==> src/rtl/alu_arbiter.sv <==
// rtl/alu_arbiter.sv - two-client round-robin arbiter sequencing a shared 16-bit ALU
// The ALU is combinational; the arbiter registers operands in IDLE and results in EXEC.
module alu (
  input  logic [15:0] a,
  input  logic [15:0] b,
  input  logic [2:0]  f,
  output logic [15:0] y,
  output logic        z,
  output logic        err
);
  always_comb begin
    y   = 16'h0000;
    err = 1'b0;
    case (f)
      3'b000:  y = b;
      3'b001:  y = a + b;
      3'b010:  y = a - b;
      3'b011:  y = a & b;
      3'b100:  y = a | b;
      3'b101:  y = ~b;
      default: err = 1'b1;
    endcase
  end

  // z is high when the operands differ
  assign z = (a != b);
endmodule

module alu_arbiter (
  input  logic        clk,
  input  logic        rst,
  input  logic        req0,
  input  logic        req1,
  input  logic [15:0] ri0,
  input  logic [15:0] rj0,
  input  logic [15:0] ri1,
  input  logic [15:0] rj1,
  input  logic [2:0]  func0,
  input  logic [2:0]  func1,
  output logic        gnt0,
  output logic        gnt1,
  output logic        done0,
  output logic        done1,
  output logic [15:0] res,
  output logic        res_zero,
  output logic        res_err,
  output logic        busy
);
  typedef enum logic [1:0] {S_IDLE, S_EXEC, S_DONE} state_t;

  state_t      state_q, state_d;
  logic [15:0] op_a_q, op_a_d, op_b_q, op_b_d;
  logic [2:0]  op_f_q, op_f_d;
  logic        owner_q, owner_d, last_q, last_d;
  logic        gnt0_q, gnt0_d, gnt1_q, gnt1_d;
  logic        done0_q, done0_d, done1_q, done1_d;
  logic [15:0] res_q, res_d;
  logic        res_zero_q, res_zero_d, res_err_q, res_err_d;
  logic        win;
  logic [15:0] alu_y;
  logic        alu_z, alu_err;

  alu u_alu (
    .a   (op_a_q),
    .b   (op_b_q),
    .f   (op_f_q),
    .y   (alu_y),
    .z   (alu_z),
    .err (alu_err)
  );

  always_comb begin
    state_d    = state_q;
    op_a_d     = op_a_q;
    op_b_d     = op_b_q;
    op_f_d     = op_f_q;
    owner_d    = owner_q;
    last_d     = last_q;
    gnt0_d     = gnt0_q;
    gnt1_d     = gnt1_q;
    done0_d    = done0_q;
    done1_d    = done1_q;
    res_d      = res_q;
    res_zero_d = res_zero_q;
    res_err_d  = res_err_q;
    win        = 1'b0;
    case (state_q)
      S_IDLE: begin
        if (req0 || req1) begin
          // on a tie the client not served last wins
          win     = (req0 && req1) ? ~last_q : req1;
          op_a_d  = win ? ri1 : ri0;
          op_b_d  = win ? rj1 : rj0;
          op_f_d  = win ? func1 : func0;
          owner_d = win;
          gnt0_d  = ~win;
          gnt1_d  = win;
          state_d = S_EXEC;
        end
      end
      S_EXEC: begin
        res_d      = alu_y;
        res_zero_d = alu_err ? 1'b0 : alu_z;
        res_err_d  = alu_err;
        gnt0_d     = 1'b0;
        gnt1_d     = 1'b0;
        done0_d    = ~owner_q;
        done1_d    = owner_q;
        state_d    = S_DONE;
      end
      S_DONE: begin
        done0_d = 1'b0;
        done1_d = 1'b0;
        last_d  = owner_q;
        state_d = S_IDLE;
      end
      default: state_d = S_IDLE;
    endcase
  end

  always_ff @(posedge clk) begin
    if (rst) begin
      state_q    <= S_IDLE;
      op_a_q     <= 16'h0000;
      op_b_q     <= 16'h0000;
      op_f_q     <= 3'b000;
      owner_q    <= 1'b0;
      last_q     <= 1'b1;
      gnt0_q     <= 1'b0;
      gnt1_q     <= 1'b0;
      done0_q    <= 1'b0;
      done1_q    <= 1'b0;
      res_q      <= 16'h0000;
      res_zero_q <= 1'b0;
      res_err_q  <= 1'b0;
    end else begin
      state_q    <= state_d;
      op_a_q     <= op_a_d;
      op_b_q     <= op_b_d;
      op_f_q     <= op_f_d;
      owner_q    <= owner_d;
      last_q     <= last_d;
      gnt0_q     <= gnt0_d;
      gnt1_q     <= gnt1_d;
      done0_q    <= done0_d;
      done1_q    <= done1_d;
      res_q      <= res_d;
      res_zero_q <= res_zero_d;
      res_err_q  <= res_err_d;
    end
  end

  assign gnt0     = gnt0_q;
  assign gnt1     = gnt1_q;
  assign done0    = done0_q;
  assign done1    = done1_q;
  assign res      = res_q;
  assign res_zero = res_zero_q;
  assign res_err  = res_err_q;
  assign busy     = (state_q != S_IDLE);
endmodule
==> config.mk <==
export PLATFORM = sky130hd
export DESIGN_NAME = alu_arbiter
export DESIGN_NICKNAME = d
export VERILOG_FILES = /design/src/rtl/alu_arbiter.sv
export SDC_FILE = /design/constraint.sdc
export NUM_CORES = 1
export LEC_CHECK = 0
export BUFFER_PORTS_ARGS = -buffer_cell sky130_fd_sc_hd__buf_2
export CELL_PAD_IN_SITES_DETAIL_PLACEMENT = 0
export CELL_PAD_IN_SITES_GLOBAL_PLACEMENT = 1
export CORE_AREA = 2 2 112 114
export DETAILED_ROUTE_END_ITERATION = 10
export DIE_AREA = 0 0 114 116
export PLACE_DENSITY_LB_ADDON = 0.15
export SYNTH_ARGS = -nofsm -noshare
export SYNTH_HDL_FRONTEND = slang
export SYNTH_SLANG_ARGS = --single-unit
==> constraint.sdc <==
create_clock -name clk -period 6 [get_ports clk]
set_clock_uncertainty 0.05 [all_clocks]
set_input_delay 1.2 -clock clk [delete_from_list [all_inputs] [get_ports clk]]
set_output_delay 1.2 -clock clk [all_outputs]
set_load 0.02 [all_outputs]
==> metrics.yaml <==
status: "finished clean"
p_per_area_nw_per_um2: 285
gr-total-overflow: 0
hold_path.class: "reg2reg"
path_delay_family: "compound AO/OA/AOI/OAI gates"
tns_ps: 0
multi_input_area_um2: 3720
drt_wl_total_mm: 16.7
routed-via-count: 5405
synth_area_leaders: "dfxtp_1 (23%), ha_1 (12%), mux2i_1 (8.1%)"
syn_avg_cell_area_um2: 7.68
cts-buffers-inserted: 9
drive_gt1_share_pct: 17.4
io_buffers: 96
clock_latency_ps: 350
fill_cells: 1188
synth-main-ff-cell: "dfxtp_1"
path_depth: 8
syn-num-nets: 823
rrSetupSlack_ps: 3030
path_max_fanout: 14
leakage_uw: 0.00265
coreArea_um2: 11900
n_antenna_cell: 0
startpoint_type: "flip-flop"
hold_viol: 0
ctsRootBufferMaster: "clkbuf_16"
postCtsSetupRepairBufs: 0
hold_buffers: 0
endpoint_kind: "flip-flop"
cts-resized-gates: 0
fin_crit_sh_pct: 49.5
crit_type: "reg2reg"
place.gp.congestion: 0.991
timing.rr.start: "op_b_q[7]$_SDFFE_PP0P_"
clk_pin_slew_ps: 70
rr_worst_depth: 8
rsz0062_at_grt: "false"
areaGrowthSynthToFinish_pct: 15.6
cts.path.max_buffers: 2
regToRegEndpoint: "res[13]$_SDFFE_PP0P_"
htreeDepth: 3
crit_start: "op_b_q[7]$_SDFFE_PP0P_"
routedWlPerCell_um: 18.2
async_reset_ff_share_pct: 0
yosysTopAreaCellShare_pct: 22.9
regArea_um2: 1220
relSlewSlack_pct: 37.6
fmax_mhz: 337
num_rows: 40
hpwlAfterDp_mm: 12.6
ant_nets: 0
syn_area_um2: 5330
grt_max_degree: 71
cts_tree: "yes"
yosys_warnings: 0
ys_seq_area_share_pct: 22.9
die_height_um: 116
synthCells: 694
yosys.cell_types.count: 64
synth.most_common_cell: "nor2_1"
placed_cell_area_um2: 5890
antenna_found_initial: 0
setup_viol: 0
drc: 0
io_pins: 97
via_per_inst: 5.90
grt_pass1_vias: 4924
crit_required_ps: 6160
firstDrtPassIters: 5
die_x_um: 114
yosys_register_bits: 61
drv_cap: 0
initial_utilization_pct: 44.7
die_area_um2: 13200
grt_usage_pct: 25.7
cp_data_arrival_time_ps: 3130
final_core_util_pct: 51.7
drv_slew: 0
drt_first_iter_violations: 404
cp_cell_sequence: "inv_1, ha_1, inv_1, a2111o_1, a211oi_1, a21oi_1, a311oi_1, o211ai_1"
worstMarginPinSlew_ps: 933
synth-edff-count: 0
power_uw: 1760
yosys.area.top_type: "dfxtp_1"
cts.sinks: 61
crit_end: "res[13]$_SDFFE_PP0P_"
synth_common_cells: "nor2_1 (76), dfxtp_1 (61), inv_1 (56), ha_1 (53), a21oi_1 (52)"
slowest_stage: "ha_1"
min_period_ps: 2970
critical-path-max-stage-delay_ps: 540
grt_pass1_wl_mm: 26.3
path_common_cell: "inv_1"
critPathBufInv: 2
layout.nets: 894
irDropWorstVdd_uv: 140
stdcell_area_um2: 6160
## per-stage QoR
stage / hold WS [ps] / setup WS [ps] / cells
2_1_floorplan: 385 / 3510 / 694
6_report: 411 / 3030 / 916
3_5_place_dp: 403 / 2780 / 901
5_1_grt: 446 / 2860 / 916
3_3_place_gp: 407 / 2890 / 901
4_1_cts: 412 / 3070 / 916
## worst min path at each step
| stage | depth (start not counted) | from | slack, ps | to |
|---|---|---|---|---|
| after floorplan | 2 | last_q$_SDFFE_PP1P_ | 380 | last_q$_SDFFE_PP1P_ |
| final | 2 | res[4]$_SDFFE_PP0P_ | 410 | res[4]$_SDFFE_PP0P_ |
| after CTS | 2 | res[4]$_SDFFE_PP0P_ | 410 | res[4]$_SDFFE_PP0P_ |
| after detailed placement | 2 | res[4]$_SDFFE_PP0P_ | 400 | res[4]$_SDFFE_PP0P_ |
| after global routing | 2 | res[3]$_SDFFE_PP0P_ | 450 | res[3]$_SDFFE_PP0P_ |
| after global placement | 2 | res_zero$_SDFFE_PP0P_ | 410 | res_zero$_SDFFE_PP0P_ |
## worst register-to-register path, cell delays in order (launching register included)
cell,delay [ps]
dfxtp_1,390
inv_1,80
ha_1,540
inv_1,150
a2111o_1,440
a211oi_1,480
a21oi_1,180
a311oi_1,400
o211ai_1,140
## layout make-up
cell class	instances	share of cell area, %
repair buffers	106	9.02
clock buffers	11	3.94
flip-flops and latches	61	19.8
well taps	147	2.99
multi-input cells	530	60.3
clock inverters	4	0.406
inverters	57	3.47
## state kept, by name, indices dropped and copies added, names as in the netlist
name	cells
gnt1	1
done0	1
last_q	1
op_a_q	16
owner_q	1
op_b_q	16
res_zero	1
done1	1
res	16
op_f_q	3
state_q	2
gnt0	1
res_err	1
## kinds of logic after synthesis
kind of cell | synth area share, %
DFF | 22.9
adders and majority gates | 13.2
xor gates and xnor gates | 0.822
AOI/OAI and AO/OA | 29.8
buffers and inverters | 7.70
and+or+nand+nor | 17.3
muxes | 8.29
## layer usage
layer | global-route usage [%] | up-vias | routed length [µm]
li1 | - | 2665 | -
met1 | 37.4 | 2495 | 8000
met2 | 37.4 | 224 | 6910
met3 | 5.23 | 21 | 1390
met4 | 9.02 | 0 | 363
met5 | 0 | - | 0
## layout by cell type (no fill, tap or decap), types with 5 or more instances in the layout
cell and instances:
buf_4 10, a31oi_1 8, nor4b_1 5, nand2b_1 5, a21o_1 6, ha_1 53, inv_1 56, nor3_1 9
o21ai_0 29, a211oi_1 49, o211ai_1 16, nand3_1 12, buf_2 96, a221oi_1 8, mux2i_1 43, a21oi_1 52
dfxtp_1 61, nor2_1 75, clkbuf_16 9, o21a_1 7, nor2b_1 13, a22oi_1 8, nand2_1 46, o31ai_1 7
## where the power goes
| group | internal [µW] | switching, µW | total [µW] | leakage (µW) |
|---|---|---|---|---|
| combinational | 281 | 485 | 766 | 0.00202 |
| sequential | 457 | 52.0 | 509 | 0.000504 |
| clock | 287 | 194 | 481 | 0.000127 |
Power figures use the tool's default switching activity.
